--- config.mk ---
export PLATFORM = sky130hd
export DESIGN_NAME = linear_op_emitter
export DESIGN_NICKNAME = d
export VERILOG_FILES = /design/src/rtl/linear_op_emitter_pkg.sv /design/src/rtl/linear_op_emitter_bin_to_bcd.sv /design/src/rtl/linear_op_emitter.sv
export SDC_FILE = /design/constraint.sdc
export NUM_CORES = 1
export LEC_CHECK = 0
export ABC_AREA = 1
export BUFFER_PORTS_ARGS = -buffer_cell sky130_fd_sc_hd__buf_4
export CORE_MARGIN = 1.5
export CORE_UTILIZATION = 40
export CTS_CLUSTER_DIAMETER = 120
export DETAILED_ROUTE_END_ITERATION = 10
export PLACE_DENSITY = 0.68
export SETUP_SLACK_MARGIN = 0.05
export SLEW_MARGIN = 15
export SYNTH_ARGS = -nofsm -noshare
export SYNTH_HDL_FRONTEND = slang
export SYNTH_SLANG_ARGS = --single-unit
--- constraint.sdc ---
create_clock -name clk -period 2.1 [get_ports clk]
set_input_delay 0.315 -clock clk [delete_from_list [all_inputs] [get_ports clk]]
set_output_delay 0.315 -clock clk [all_outputs]
set_load 0.01 [all_outputs]
--- src/rtl/linear_op_emitter_pkg.sv ---
// Shared types for the linear op emitter: ASCII constants, FSM state enum, command limit.
// Default widths are provided here when the surrounding build does not define them.
`ifndef OP_ARG_BITS
`define OP_ARG_BITS 16
`endif
`ifndef OP_CMD_BITS
`define OP_CMD_BITS 8
`endif
`ifndef BYTE_BITS
`define BYTE_BITS 8
`endif

package linear_op_emitter_pkg;

   typedef logic [`BYTE_BITS-1:0] char_t;

   localparam char_t CHAR_G     = char_t'(8'h47);
   localparam char_t CHAR_X     = char_t'(8'h58);
   localparam char_t CHAR_Y     = char_t'(8'h59);
   localparam char_t CHAR_SPACE = char_t'(8'h20);
   localparam char_t CHAR_MINUS = char_t'(8'h2d);
   localparam char_t CHAR_ZERO  = char_t'(8'h30);
   localparam char_t CHAR_LF    = char_t'(8'h0a);
   localparam char_t CHAR_CR    = char_t'(8'h0d);

   localparam int MAX_CMD_EMIT = 99;

   typedef enum logic [4:0] {
      IDLE,
      CMD_CONV,
      EMIT_G,
      EMIT_CT,
      EMIT_CO,
      EMIT_SP1,
      X_CONV,
      EMIT_X,
      X_SIGN,
      X_DIG,
      EMIT_SP2,
      Y_CONV,
      EMIT_Y,
      Y_SIGN,
      Y_DIG,
      EMIT_NL,
`ifdef LINEAR_EMITTER_CRLF_EN
      EMIT_CR,
`endif
      DONE
   } linear_emitter_state_t;

   function automatic char_t digit_char(input logic [3:0] d);
      return CHAR_ZERO + char_t'(d);
   endfunction

endpackage

--- src/rtl/linear_op_emitter_bin_to_bcd.sv ---
// Sequential double-dabble: BITS enabled cycles from start to done, one shift per clk_en cycle.
// Result and top non-zero digit index stay valid after done until the next start.
module bin_to_bcd_seq #(
   parameter int BITS   = 16,
   parameter int DIGITS = 5,
   parameter int IDX_W  = (DIGITS > 1) ? $clog2(DIGITS) : 1
) (
   input  logic                clk,
   input  logic                reset,
   input  logic                clk_en,
   input  logic                start,
   input  logic [BITS-1:0]     bin,
   output logic                done,
   output logic [DIGITS*4-1:0] bcd,
   output logic [IDX_W-1:0]    top_idx
);

   localparam int CNT_W = $clog2(BITS + 1);

   logic [BITS-1:0]     shift_q, shift_d;
   logic [DIGITS*4-1:0] bcd_q, bcd_d, bcd_adj;
   logic [CNT_W-1:0]    cnt_q, cnt_d;
   logic                busy_q, busy_d;
   logic                done_q, done_d;

   always_comb begin
      bcd_adj = bcd_q;
      for (int i = 0; i < DIGITS; i++) begin
         if (bcd_q[i*4 +: 4] >= 4'd5) begin
            bcd_adj[i*4 +: 4] = bcd_q[i*4 +: 4] + 4'd3;
         end
      end
   end

   always_comb begin
      shift_d = shift_q;
      bcd_d   = bcd_q;
      cnt_d   = cnt_q;
      busy_d  = busy_q;
      done_d  = done_q;
      if (clk_en) begin
         if (start && !busy_q) begin
            shift_d = bin;
            bcd_d   = '0;
            cnt_d   = CNT_W'(BITS);
            busy_d  = 1'b1;
            done_d  = 1'b0;
         end else if (busy_q) begin
            {bcd_d, shift_d} = {bcd_adj[DIGITS*4-2:0], shift_q, 1'b0};
            cnt_d = cnt_q - CNT_W'(1);
            if (cnt_q == CNT_W'(1)) begin
               busy_d = 1'b0;
               done_d = 1'b1;
            end
         end
      end
   end

   // A value of zero reports index 0 so the caller still emits a single '0'.
   always_comb begin
      top_idx = '0;
      for (int i = 0; i < DIGITS; i++) begin
         if (bcd_q[i*4 +: 4] != 4'd0) top_idx = IDX_W'(i);
      end
   end

   always_ff @(posedge clk) begin
      if (reset) begin
         shift_q <= '0;
         bcd_q   <= '0;
         cnt_q   <= '0;
         busy_q  <= 1'b0;
         done_q  <= 1'b0;
      end else begin
         shift_q <= shift_d;
         bcd_q   <= bcd_d;
         cnt_q   <= cnt_d;
         busy_q  <= busy_d;
         done_q  <= done_d;
      end
   end

   assign done = done_q;
   assign bcd  = bcd_q;

endmodule

--- src/rtl/linear_op_emitter.sv ---
// Serialises a linear op (cmd, X, Y) to ASCII "Gcc X.. Y..\n", one registered byte per char_rdy transfer.
// Output byte held while char_rdy is low; LINEAR_EMITTER_CRLF_EN switches the terminator to "\r\n".
module linear_op_emitter
   import linear_op_emitter_pkg::*;
#(
   parameter int ARG_BITS   = `OP_ARG_BITS,
   parameter int CMD_BITS   = `OP_CMD_BITS,
   parameter int MAX_DIGITS = 5
) (
   input  logic                  clk,
   input  logic                  reset,
   input  logic                  clk_en,
   input  logic                  trigger,
   input  logic [CMD_BITS-1:0]   cmd,
   input  logic [ARG_BITS-1:0]   arg_x,
   input  logic [ARG_BITS-1:0]   arg_y,
   output logic                  rdy,
   output logic                  done,
   output logic                  error,
   output logic [`BYTE_BITS-1:0] char_out,
   output logic                  char_valid,
   input  logic                  char_rdy
);

   localparam int IDX_W = (MAX_DIGITS > 1) ? $clog2(MAX_DIGITS) : 1;

   linear_emitter_state_t  state_q, state_d;
   logic [ARG_BITS-1:0]    arg_x_q, arg_x_d;
   logic [ARG_BITS-1:0]    arg_y_q, arg_y_d;
   logic                   err_q, err_d;
   logic [3:0]             cmd_tens_q, cmd_tens_d;
   logic [3:0]             cmd_ones_q, cmd_ones_d;
   logic [MAX_DIGITS*4-1:0] num_bcd_q, num_bcd_d;
   logic [IDX_W-1:0]       idx_q, idx_d;
   logic                   rdy_q, rdy_d;
   logic                   done_q, done_d;
   logic                   error_q, error_d;
   char_t                  char_out_q, char_out_d;
   logic                   char_valid_q, char_valid_d;

   logic                   conv_start;
   logic [ARG_BITS-1:0]    conv_bin;
   logic                   conv_done;
   logic [MAX_DIGITS*4-1:0] conv_bcd;
   logic [IDX_W-1:0]       conv_top;
   logic [ARG_BITS-1:0]    mag_x, mag_y;
   logic                   xfer;

   // Unsigned magnitude keeps the most negative value exact.
   assign mag_x = arg_x_q[ARG_BITS-1] ? (~arg_x_q + ARG_BITS'(1)) : arg_x_q;
   assign mag_y = arg_y_q[ARG_BITS-1] ? (~arg_y_q + ARG_BITS'(1)) : arg_y_q;
   assign xfer  = char_valid_q & char_rdy;

   bin_to_bcd_seq #(
      .BITS   (ARG_BITS),
      .DIGITS (MAX_DIGITS),
      .IDX_W  (IDX_W)
   ) u_conv (
      .clk     (clk),
      .reset   (reset),
      .clk_en  (clk_en),
      .start   (conv_start),
      .bin     (conv_bin),
      .done    (conv_done),
      .bcd     (conv_bcd),
      .top_idx (conv_top)
   );

   function automatic logic is_emit(input linear_emitter_state_t s);
      case (s)
         EMIT_G, EMIT_CT, EMIT_CO, EMIT_SP1, EMIT_X, X_SIGN, X_DIG,
         EMIT_SP2, EMIT_Y, Y_SIGN, Y_DIG, EMIT_NL: return 1'b1;
`ifdef LINEAR_EMITTER_CRLF_EN
         EMIT_CR: return 1'b1;
`endif
         default: return 1'b0;
      endcase
   endfunction

   always_comb begin
      state_d    = state_q;
      arg_x_d    = arg_x_q;
      arg_y_d    = arg_y_q;
      err_d      = err_q;
      cmd_tens_d = cmd_tens_q;
      cmd_ones_d = cmd_ones_q;
      num_bcd_d  = num_bcd_q;
      idx_d      = idx_q;
      conv_start = 1'b0;
      conv_bin   = ARG_BITS'(cmd);

      if (clk_en) begin
         unique case (state_q)
            IDLE: if (trigger) begin
               arg_x_d = arg_x;
               arg_y_d = arg_y;
               if (32'(cmd) > MAX_CMD_EMIT) begin
                  err_d   = 1'b1;
                  state_d = DONE;
               end else begin
                  err_d      = 1'b0;
                  conv_start = 1'b1;
                  state_d    = CMD_CONV;
               end
            end
            // X conversion runs underneath the G/cmd/space bytes.
            CMD_CONV: if (conv_done) begin
               cmd_tens_d = conv_bcd[7:4];
               cmd_ones_d = conv_bcd[3:0];
               conv_bin   = mag_x;
               conv_start = 1'b1;
               state_d    = EMIT_G;
            end
            EMIT_G:   if (xfer) state_d = EMIT_CT;
            EMIT_CT:  if (xfer) state_d = EMIT_CO;
            EMIT_CO:  if (xfer) state_d = EMIT_SP1;
            EMIT_SP1: if (xfer) state_d = X_CONV;
            X_CONV: if (conv_done) begin
               num_bcd_d  = conv_bcd;
               idx_d      = conv_top;
               conv_bin   = mag_y;
               conv_start = 1'b1;
               state_d    = EMIT_X;
            end
            EMIT_X: if (xfer) state_d = arg_x_q[ARG_BITS-1] ? X_SIGN : X_DIG;
            X_SIGN: if (xfer) state_d = X_DIG;
            X_DIG: if (xfer) begin
               if (idx_q == '0) state_d = EMIT_SP2;
               else             idx_d   = idx_q - IDX_W'(1);
            end
            EMIT_SP2: if (xfer) state_d = Y_CONV;
            Y_CONV: if (conv_done) begin
               num_bcd_d = conv_bcd;
               idx_d     = conv_top;
               state_d   = EMIT_Y;
            end
            EMIT_Y: if (xfer) state_d = arg_y_q[ARG_BITS-1] ? Y_SIGN : Y_DIG;
            Y_SIGN: if (xfer) state_d = Y_DIG;
            Y_DIG: if (xfer) begin
               if (idx_q == '0) begin
`ifdef LINEAR_EMITTER_CRLF_EN
                  state_d = EMIT_CR;
`else
                  state_d = EMIT_NL;
`endif
               end else begin
                  idx_d = idx_q - IDX_W'(1);
               end
            end
`ifdef LINEAR_EMITTER_CRLF_EN
            EMIT_CR: if (xfer) state_d = EMIT_NL;
`endif
            EMIT_NL: if (xfer) state_d = DONE;
            DONE:    state_d = IDLE;
            default: state_d = IDLE;
         endcase
      end

      // Outputs are registered from next-state values, so a stalled byte is recomputed unchanged.
      rdy_d        = (state_d == IDLE);
      done_d       = (state_d == DONE);
      error_d      = (state_d == DONE) && err_d;
      char_valid_d = is_emit(state_d);
      case (state_d)
         EMIT_G:           char_out_d = CHAR_G;
         EMIT_CT:          char_out_d = digit_char(cmd_tens_d);
         EMIT_CO:          char_out_d = digit_char(cmd_ones_d);
         EMIT_SP1, EMIT_SP2: char_out_d = CHAR_SPACE;
         EMIT_X:           char_out_d = CHAR_X;
         EMIT_Y:           char_out_d = CHAR_Y;
         X_SIGN, Y_SIGN:   char_out_d = CHAR_MINUS;
         X_DIG, Y_DIG:     char_out_d = digit_char(num_bcd_d[{idx_d, 2'b00} +: 4]);
`ifdef LINEAR_EMITTER_CRLF_EN
         EMIT_CR:          char_out_d = CHAR_CR;
`endif
         EMIT_NL:          char_out_d = CHAR_LF;
         default:          char_out_d = '0;
      endcase
   end

   always_ff @(posedge clk) begin
      if (reset) begin
         state_q      <= IDLE;
         arg_x_q      <= '0;
         arg_y_q      <= '0;
         err_q        <= 1'b0;
         cmd_tens_q   <= '0;
         cmd_ones_q   <= '0;
         num_bcd_q    <= '0;
         idx_q        <= '0;
         rdy_q        <= 1'b1;
         done_q       <= 1'b0;
         error_q      <= 1'b0;
         char_out_q   <= '0;
         char_valid_q <= 1'b0;
      end else begin
         state_q      <= state_d;
         arg_x_q      <= arg_x_d;
         arg_y_q      <= arg_y_d;
         err_q        <= err_d;
         cmd_tens_q   <= cmd_tens_d;
         cmd_ones_q   <= cmd_ones_d;
         num_bcd_q    <= num_bcd_d;
         idx_q        <= idx_d;
         rdy_q        <= rdy_d;
         done_q       <= done_d;
         error_q      <= error_d;
         char_out_q   <= char_out_d;
         char_valid_q <= char_valid_d;
      end
   end

   assign rdy        = rdy_q;
   assign done       = done_q;
   assign error      = error_q;
   assign char_out   = char_out_q;
   assign char_valid = char_valid_q;

endmodule

==> results of run 1 <==
[area by class of cell]
cell class / count / area (um2) / share of cell area [%]
clock buffers: 19 / 452.9 / 4.635
clock inverters: 13 / 190.2 / 1.946
inverters: 135 / 521.8 / 5.339
multi-input cells: 772 / 4302 / 44.02
flip-flops and latches: 123 / 2485 / 25.43
well taps: 225 / 281.5 / 2.881
repair buffers: 190 / 1539 / 15.75
[state kept, by name, indices dropped and copies added, names as in the netlist, 3 cells and up]
| signal | cells |
|---|---|
| arg_x_q | 16 |
| arg_y_q | 16 |
| char_out | 7 |
| cmd_ones_q | 4 |
| cmd_tens_q | 4 |
| idx_q | 3 |
| num_bcd_q | 20 |
| state_q | 5 |
| u_conv.bcd | 20 |
| u_conv.cnt_q | 5 |
| u_conv.shift_q | 16 |
[cells in the final DEF, fill, tap and decap left out, drive strengths merged, types with 2 or more instances in the layout]
cell type / instances
nand2: 219
buf: 188
nor2: 143
inv: 135
dfxtp: 123
o21ai: 122
a21oi: 94
nand3: 70
clkbuf: 20
nor3: 20
ha: 16
nand4: 14
o211ai: 11
o21a: 11
xor2: 9
o22ai: 8
a31oi: 5
clkinv: 5
xnor2: 4
bufinv: 4
clkinvlp: 4
o221ai: 3
o21bai: 3
nor4: 3
mux2i: 2
o31ai: 2
a22o: 2
nand3b: 2
[final timing paths]
| path | start | end | slack (ns) |
|---|---|---|---|
| worst max-delay path | state_q[0] | char_out[2] | 0.003 |
| worst min-delay path | arg_y[12] | arg_y_q[12] | 0.10 |
| worst max register to register | state_q[0] | char_out[2] | 0.003 |
| worst min register to register | u_conv.cnt_q[4] | u_conv.cnt_q[4] | 0.48 |
[stage by stage]
step	setup TNS (ns)	area, um2	worst slack, ns	cells
after detailed placement	-6.270	8509	-0.2600	1431
after global routing	-2.859	9772	-0.1384	1477
after CTS	0	9298	0.05301	1465
final	0	9772	0.003363	1477
after floorplan	0	7067	0.1252	1073
after global placement	-5.976	8509	-0.2306	1431
[kinds of logic (layout without fill, tap and decap cells)]
logic type,after synthesis,in the layout
AND/OR/NAND/NOR,471,472
AO/OA/AOI/OAI,267,267
buffers and inverters,179,357
flip-flops,123,123
adder cells (fa/ha/maj),16,16
XOR/XNOR,13,13
multiplexers,3,3
other,1,1
[power breakdown]
| group | internal, mW | leakage [nW] | total [mW] | switching, mW |
|---|---|---|---|---|
| clock network | 2.06 | 0.302 | 3.20 | 1.15 |
| logic | 0.343 | 3.02 | 0.807 | 0.464 |
| registers | 2.41 | 1.00 | 2.47 | 0.0654 |
[critical path: stages (launching register included)]
cell and delay, ns:
dfxtp_4 0.44, inv_4 0.05, buf_6 0.12, nor2_2 0.15, nand3_4 0.11, nand2_4 0.12, nand3_2 0.06, nand2_1 0.06
nor2_1 0.04, nand2_1 0.06, nand2_2 0.08, nand2_4 0.14, nor2_2 0.05, buf_4 0.15, nand4_1 0.06, nand2_1 0.06
nor2_2 0.14, a21oi_2 0.07
[repair_timing]
| item | in CTS | in global routing |
|---|---|---|
| cloned | 0 | 3 |
| endpoints found under the setup margin | 52 | 72 |
| pin swaps | 9 | 38 |
| gates resized for setup | 40 | 103 |
| setup buffers | 2 | 9 |
[layer usage]
layer	wire length, um	track usage (%)	vias up	part of all wire (%)
li1	-	-	3871	-
met1	9360	30.12	3599	44
met2	10060	39.00	238	47
met3	1340	4.922	46	6.3
met4	493	8.097	0	2.3
met5	0	0	-	0
==> flow_metrics.env, run 1 <==
export IMPL_track_usage_pct=23.46
export IMPL_holdWs_ns=0.1048
export IMPL_ys_ff_latch=123
export IMPL_rows=48
export IMPL_leakage_nw=4.330
export IMPL_synth_commonest_cells="nand2_1, nor2_1, dfxtp_1"
export IMPL_area_growth_pct=38.28
export IMPL_seq_area_frac_synth_pct=34.84
export IMPL_gp_congestion=0.8979
export IMPL_synth_edf_count=0
export IMPL_synth_compound_area_share_pct=20.96
export IMPL_drtIter0Drc=555
export IMPL_synth_simple_gate_area_share_pct=29.32
export IMPL_synth_top_family_by_area="simple AND/OR/NAND/NOR gates"
export IMPL_dieArea_um2=18470
export IMPL_grt_pass1_wl_um=34420
export IMPL_synth_xor_area_share_pct=1.611
export IMPL_fin_nets=1300
export IMPL_grt_antenna_before_repair=0
export IMPL_syn_area_um2=7067
export IMPL_num_fill_cells=1583
export IMPL_p_total_mw=6.484
export IMPL_slew_headroom_pct=66.37
export IMPL_layout_drive_gt1_share_pct=27.88
export IMPL_powerDensity_nw_per_um2=663.5
export IMPL_hold_viol=0
export IMPL_synth_ff_type="dfxtp_1"
export IMPL_synthCells=1073
export IMPL_r2r_cells=17
export IMPL_htree_num_levels=4
export IMPL_fmax_mhz=477.0
export IMPL_utilization_pct=56.50
export IMPL_cts_buffer_depth=2
export IMPL_clock_latency_ns=0.43
export IMPL_clkTransAtPathRegs_ns=0.06
export IMPL_drtPass1Iterations=5
export IMPL_hold_class="in -> reg"
export IMPL_synth_top_cell_by_area="dfxtp_1"
export IMPL_synth_most_common_cell="nand2_1"
export IMPL_dp_final_hpwl_um=14970
export IMPL_holdBufCountCts=0
export IMPL_drv_slew=0
export IMPL_status="complete, no violations"
export IMPL_worstPathMaxFanout=7
export IMPL_cts_sinks=123
export IMPL_finalCritPeriodShare_pct=99.84
export IMPL_fin_skew_ns=0.009529
export IMPL_synth_warnings=0
export IMPL_antenna_cells=0
export IMPL_antenna_left=0
export IMPL_wl_per_cell_um=14.39
export IMPL_ir_worst_vdd_uv=602.3
export IMPL_syn_nets=1134
export IMPL_drc_errors=0
export IMPL_core_area_um2=17300
export IMPL_finalSetupViolations=0
export IMPL_wl_um=21250
export IMPL_port_buffer_count=55
export IMPL_grt_pass1_vias=7183
export IMPL_post_route_min_period_ns=2.097
export IMPL_die_width_um=135.9
export IMPL_cts_buffers_inserted=17
export IMPL_num_vias=7754
export IMPL_cts_tree="done"
export IMPL_viasPerCell=5.250
export IMPL_rsz0062_at_grt="true"
export IMPL_cp_end_kind="flip-flop"
export IMPL_path_class="reg -> reg"
export IMPL_min_delay_path_depth=3
export IMPL_ys_types=49
export IMPL_synth_avg_cell_area_um2=6.586
export IMPL_async_flop_share_pct=0
export IMPL_synthAdderAreaFrac_pct=2.833
export IMPL_synth_mux_area_share_pct=0.4426
export IMPL_cp_start_kind="flip-flop"
export IMPL_crit_arrival_ns=2.40
export IMPL_grt_overflow_total=0
export IMPL_drv_cap=0
export IMPL_worst_pin_slew_ns=0.5040
export IMPL_required_ns=2.40
export IMPL_initial_core_util_pct=40.86
export IMPL_ys_top_cells_by_area="dfxtp_1, nand2_1, o21ai_0"
export IMPL_grt_max_degree=59
export IMPL_synth_top_area_share_pct=34.84
export IMPL_die_y_um=135.9
export IMPL_ios=57
export IMPL_clock_root_buffer="clkbuf_16"
No activity file was read; power rests on OpenSTA's default activity.
==> inputs of run 2 (changes only) <==
--- a/config.mk
+++ b/config.mk
@@ -12,7 +12,7 @@
 export CTS_CLUSTER_DIAMETER = 120
 export DETAILED_ROUTE_END_ITERATION = 10
 export PLACE_DENSITY = 0.68
-export SETUP_SLACK_MARGIN = 0.05
+export SETUP_SLACK_MARGIN = 0.5
 export SLEW_MARGIN = 15
 export SYNTH_ARGS = -nofsm -noshare
 export SYNTH_HDL_FRONTEND = slang
==> constraint.sdc (replaced) <==
create_clock -name clk -period 1.88 [get_ports clk]
set_input_delay 0.282 -clock clk [delete_from_list [all_inputs] [get_ports clk]]
set_output_delay 0.282 -clock clk [all_outputs]
set_load 0.01 [all_outputs]
==> flow_metrics.env, run 2 (synthesis gave the netlist of run 1 again) <==
export IMPL_mostFrequentLayoutCells="buf_4, nand2_1, dfxtp_1"
export IMPL_hold_class="in -> reg"
export IMPL_drtPass1Iterations=7
export IMPL_fmax_mhz=475.8
export IMPL_num_fill_cells=1460
export IMPL_setup_ws_ns=-0.2215
export IMPL_path_buf_inv=2
export IMPL_worstPathCellList="inv_4, nor2_4, nand2_4, nand2_8, nand3_4, buf_12, o21a_1, nand2_1, nand3_2, nand3_1, nand2_1, nand2_1, nand3_1, nor2_1, nor2_1"
export IMPL_m1WireLength_um=10020
export IMPL_drtIter0Drc=516
export IMPL_setup_tns_ns=-4.297
export IMPL_path_delay_family="simple AND/OR/NAND/NOR gates"
export IMPL_cts_tree="done"
export IMPL_drc_errors=0
export IMPL_met3_length_um=1218
export IMPL_status="finished with violations"
export IMPL_fin_nets=1347
export IMPL_antenna_left=0
export IMPL_fin_area_um2=10750
export IMPL_wl_met2_um=11040
export IMPL_r2r_end="char_out[0]"
export IMPL_r2r_slack_ns=-0.22
export IMPL_clkTransAtPathRegs_ns=0.06
export IMPL_leakage_nw=4.687
export IMPL_min_delay_path_depth=3
export IMPL_cp_end_kind="flip-flop"
export IMPL_r2r_start="state_q[2]"
export IMPL_clock_root_buffer="clkbuf_16"
export IMPL_core_area_um2=17300
export IMPL_die_y_um=135.9
export IMPL_rsz0062_at_grt="true"
export IMPL_grt_max_degree=45
export IMPL_seqCellArea_um2=2485
export IMPL_cts_sinks=123
export IMPL_powerDensity_nw_per_um2=695.8
export IMPL_cpPeakStageDelay_ns=0.42
export IMPL_area_growth_pct=52.09
export IMPL_gp_congestion=0.9002
export IMPL_port_buffer_count=55
export IMPL_min_to="arg_x_q[5]"
export IMPL_fin_skew_ns=0.01108
export IMPL_drv_slew=0
export IMPL_ir_worst_vdd_uv=687.4
export IMPL_post_dp_cell_area_um2=8806
export IMPL_initial_core_util_pct=40.86
export IMPL_r2r_cells=15
export IMPL_die_width_um=135.9
export IMPL_cpMaxStageDelayCell="dfxtp_4"
export IMPL_drv_cap=0
export IMPL_wl_um=22920
export IMPL_antenna_cells=0
export IMPL_grt_pass1_wl_um=35980
export IMPL_htree_num_levels=4
export IMPL_dieArea_um2=18470
export IMPL_cts_buffer_depth=2
export IMPL_violations="setup timing"
export IMPL_grt_overflow_total=0
export IMPL_num_vias=7953
export IMPL_clock_latency_ns=0.42
export IMPL_min_from="arg_x[5]"
export IMPL_finalSetupViolations=51
export IMPL_viasPerCell=5.219
export IMPL_layout_drive_gt1_share_pct=37.18
export IMPL_maxUsedRoutingLayer="met4"
export IMPL_post_route_min_period_ns=2.102
export IMPL_crit_arrival_ns=2.40
export IMPL_holdBufCountCts=0
export IMPL_ios=57
export IMPL_multi_input_area_um2=4735
export IMPL_crit_path_frequent_cell="nand2_1"
export IMPL_grt_antenna_before_repair=0
export IMPL_final_common_cell="buf_4"
export IMPL_finalCritPeriodShare_pct=111.8
export IMPL_path_class="reg -> reg"
export IMPL_grt_pass1_vias=7509
export IMPL_dp_final_hpwl_um=15310
export IMPL_track_usage_pct=24.67
export IMPL_hold_viol=0
export IMPL_rows=48
export IMPL_required_ns=2.18
export IMPL_cts_buffers_inserted=17
export IMPL_worstPathMaxFanout=20
export IMPL_cp_start_kind="flip-flop"
export IMPL_wl_per_cell_um=15.04
-- run 2: metal layers --
metal	GRT usage [%]	vias to the layer above
li1	-	3970
met1	30.49	3694
met2	42.02	234
met3	5.183	55
met4	9.397	0
met5	0	-
-- run 2: how the worst max path moves through the flow --
stage / startpoint / end / slack, ns / cells after the start
2_1_floorplan: state_q[1] / u_conv.shift_q[15] / 0.03 / 14
3_3_place_gp: state_q[2] / char_out[0] / -0.28 / 17
3_5_place_dp: state_q[3] / char_out[0] / -0.29 / 17
4_1_cts: state_q[1] / char_out[2] / -0.18 / 14
5_1_grt: state_q[2] / char_out[5] / -0.39 / 17
6_report: state_q[2] / char_out[0] / -0.22 / 15
-- run 2: cell type report --
type,instances,area share [%]
Clock buffer,20,4.354
Clock inverter,12,1.711
Inverter,135,4.994
Multi-Input combinational cell,772,44.05
Sequential cell,123,23.12
Tap cell,225,2.619
Timing Repair Buffer,237,19.15
-- run 2: report_power, final --
group	internal (mW)	switching (mW)	total (mW)
combinational	0.487	0.589	1.08
sequential	2.69	0.0774	2.77
clock	2.35	1.29	3.63
-- run 2: repair_timing --
action	4_1_cts	5_1_grt
pin swaps	29	42
setup endpoints to repair	123	123
cloned	3	1
setup buffers	11	26
resized for setup	118	143
-- run 2: metrics by stage --
stage	total power, mW	instances	worst slack (ns)	util (%)	hold WS, ns
final	7.478	1524	-0.2215	62.14	0.07830
after global placement	3.661	1451	-0.2751	50.91	0.4511
after floorplan	3.283	1073	0.02747	-	0.3586
after CTS	7.356	1497	-0.1815	57.82	0.07052
after detailed placement	3.674	1451	-0.2865	50.91	0.4592
after global routing	7.740	1524	-0.3870	62.14	0.07942
-- run 2: tightest hold or removal path: stages --
cell    delay, ns
buf_4        0.07
nor2_1       0.03
nor2_1       0.08
==> inputs of run 3 (changes only) <==
--- a/config.mk
+++ b/config.mk
@@ -11,9 +11,11 @@
 export CORE_UTILIZATION = 40
 export CTS_CLUSTER_DIAMETER = 120
 export DETAILED_ROUTE_END_ITERATION = 10
-export PLACE_DENSITY = 0.68
+export HOLD_SLACK_MARGIN = 0.05
+export PLACE_DENSITY = 0.66
 export SETUP_SLACK_MARGIN = 0.5
 export SLEW_MARGIN = 15
 export SYNTH_ARGS = -nofsm -noshare
 export SYNTH_HDL_FRONTEND = slang
+export SYNTH_HIERARCHICAL = 1
 export SYNTH_SLANG_ARGS = --single-unit
==> constraint.sdc (replaced) <==
create_clock -name clk -period 2.5 [get_ports clk]
set_input_delay 0.375 -clock clk [delete_from_list [all_inputs] [get_ports clk]]
set_output_delay 0.375 -clock clk [all_outputs]
set_load 0.01 [all_outputs]
==> flow_metrics.env, run 3 <==
export IMPL_grt_pass1_wl_um=35800
export IMPL_ios=57
export IMPL_synth_top_area_share_pct=32.87
export IMPL_ir_worst_vdd_uv=489.5
export IMPL_synth_compound_area_share_pct=18.94
export IMPL_violations="DRC"
export IMPL_status="finished with violations"
export IMPL_drv_cap=0
export IMPL_synth_edf_count=0
export IMPL_clock_root_buffer="clkbuf_16"
export IMPL_antenna_left=0
export IMPL_grt_antenna_before_repair=0
export IMPL_cp_start_kind="flip-flop"
export IMPL_drv_slew=0
export IMPL_crit_arrival_ns=2.50
export IMPL_cts_buffer_depth=2
export IMPL_cpPeakStageDelay_ns=0.36
export IMPL_synth_xor_area_share_pct=0.8183
export IMPL_multi_input_area_um2=4838
export IMPL_num_fill_cells=1660
export IMPL_synth_commonest_cells="nand2_1, inv_1, nor2_1"
export IMPL_grt_pass1_vias=7447
export IMPL_synth_ff_type="dfxtp_1"
export IMPL_layout_drive_gt1_share_pct=31.31
export IMPL_seq_area_frac_synth_pct=32.87
export IMPL_initial_core_util_pct=41.29
export IMPL_worstPathCellList="buf_6, nor2_4, nand2_2, nand2_4, buf_12, nor2_1, nor2_2, nand2_8, nand2_8, nand2_2, nand3_2, nand3_2, nand2_1, inv_1, nand2_1, nand2_1, nor2_1, nor2_1"
export IMPL_p_total_mw=5.218
export IMPL_ys_top_cells_by_area="dfxtp_1, nand2_1, o21ai_0"
export IMPL_syn_nets=1202
export IMPL_num_vias=7963
export IMPL_dp_final_hpwl_um=14630
export IMPL_synthAdderAreaFrac_pct=2.672
export IMPL_wl_met2_um=10700
export IMPL_post_route_min_period_ns=2.220
export IMPL_synth_most_common_cell="nand2_1"
export IMPL_path_class="reg -> reg"
export IMPL_synth_top_family_by_area="simple AND/OR/NAND/NOR gates"
export IMPL_cts_sinks=123
export IMPL_clock_latency_ns=0.41
export IMPL_antenna_cells=0
export IMPL_die_width_um=139.9
export IMPL_core_area_um2=18150
export IMPL_async_flop_share_pct=0
export IMPL_holdWs_ns=0.2118
export IMPL_maxUsedRoutingLayer="met4"
export IMPL_leakage_nw=4.667
export IMPL_synth_mux_area_share_pct=1.870
export IMPL_area_growth_pct=35.39
export IMPL_cts_buffers_inserted=17
export IMPL_clkTransAtPathRegs_ns=0.06
export IMPL_powerDensity_nw_per_um2=514.5
export IMPL_syn_area_um2=7492
export IMPL_hold_class="in -> reg"
export IMPL_setup_tns_ns=0
export IMPL_synth_top_cell_by_area="dfxtp_1"
export IMPL_ys_types=43
export IMPL_wl_um=22370
export IMPL_cp_end_kind="flip-flop"
export IMPL_drtPass1Iterations=8
export IMPL_dpl_worst_slack_ns=0.0003109
export IMPL_finalSetupViolations=0
export IMPL_worstPathMaxFanout=6
export IMPL_dieArea_um2=19560
export IMPL_track_usage_pct=22.48
export IMPL_met3_length_um=1061
export IMPL_m1WireLength_um=10100
export IMPL_grt_max_degree=60
export IMPL_ys_ff_latch=123
export IMPL_rsz0062_at_grt="true"
export IMPL_synth_avg_cell_area_um2=6.566
export IMPL_fin_skew_ns=0.007114
export IMPL_grt_overflow_total=0
export IMPL_fin_nets=1348
export IMPL_seqCellArea_um2=2509
export IMPL_mostFrequentLayoutCells="nand2_1, buf_4, nor2_1"
export IMPL_finalCritPeriodShare_pct=88.81
export IMPL_gp_congestion=0.9675
export IMPL_setup_ws_ns=0.2799
export IMPL_cpMaxStageDelayCell="dfxtp_4"
export IMPL_hold_viol=0
export IMPL_required_ns=2.78
export IMPL_die_y_um=139.9
export IMPL_cts_tree="done"
export IMPL_path_delay_family="simple AND/OR/NAND/NOR gates"
export IMPL_holdBufCountCts=0
export IMPL_viasPerCell=5.208
export IMPL_slew_headroom_pct=43.74
export IMPL_synth_warnings=6
export IMPL_synthCells=1141
export IMPL_drc_errors=3
export IMPL_wl_per_cell_um=14.63
export IMPL_rows=49
export IMPL_synth_simple_gate_area_share_pct=32.48
export IMPL_fmax_mhz=450.4
export IMPL_final_common_cell="nand2_1"
export IMPL_worst_pin_slew_ns=0.8430
export IMPL_htree_num_levels=4
export IMPL_drtIter0Drc=532
export IMPL_port_buffer_count=55
export IMPL_path_buf_inv=3
[run 3: cell count changes after synthesis, moves of 7 or more]
cell	change
o21a_1	-11
nand3_1	+24
clkbuf_1	-7
o22ai_1	-8
mux2i_1	+12
o21ai_0	+13
o21ai_1	-13
or2_2	+9
a21oi_1	+15
nand2_1	+30
[run 3: worst paths after layout]
| kind | startpoint | to | slack (ns) | cells after the start |
|---|---|---|---|---|
| setup / recovery | state_q[2] | char_out[0] | 0.28 | 18 |
| hold / removal | arg_y[12] | arg_y_q[12] | 0.21 | 3 |
| setup reg to reg | state_q[2] | char_out[0] | 0.28 | 18 |
| hold reg to reg | u_conv/cnt_q[1] | u_conv/cnt_q[1] | 0.47 | 2 |
[run 3: repair_timing]
action | CTS | global route
gates cloned | 2 | 1
buffers inserted | 47 | 21
setup endpoints to repair | 51 | 54
gates resized for setup | 150 | 70
pin swaps | 47 | 41
[run 3: area by class of cell]
class	instances	share of cell area [%]
clock buffers	19	4.367
clock inverters	13	1.172
multi-input cells	837	47.70
repair buffers	170	13.73
well taps	229	2.825
flip-flops and latches	123	24.73
inverters	138	5.477
[run 3: power breakdown]
group	switching, mW	internal [mW]
Sequential	0.0578	2.02
Combinational	0.444	0.338
Clock	0.956	1.40
[run 3: metrics by stage]
step	utilization, %	cell area [um2]	std cells
after global placement	45.86	8322	1426
after detailed placement	45.86	8322	1426
final	55.89	10140	1529
after global routing	55.89	10140	1529
after floorplan	-	7513	1141
after CTS	53.58	9723	1507
[run 3: cell families after synthesis]
| family | after synthesis |
|---|---|
| other | 1 |
| multiplexers | 14 |
| adder cells (fa/ha/maj) | 16 |
| XOR/XNOR | 7 |
| flip-flops | 123 |
| buffers and inverters | 183 |
| AND/OR/NAND/NOR | 537 |
| AO/OA/AOI/OAI | 260 |
[run 3: layer usage]
metal | global-route usage [%] | vias to the layer above
met5 | 0 | -
met4 | 8.421 | 0
met3 | 4.714 | 44
met2 | 37.39 | 226
met1 | 28.64 | 3641
li1 | - | 4052
[run 3: worst min-delay path, delay by kind of cell]
kind	cells	cell delay (ns)
buf+inv	1	0.07
simple gates	1	0.08
compound gates	1	0.07
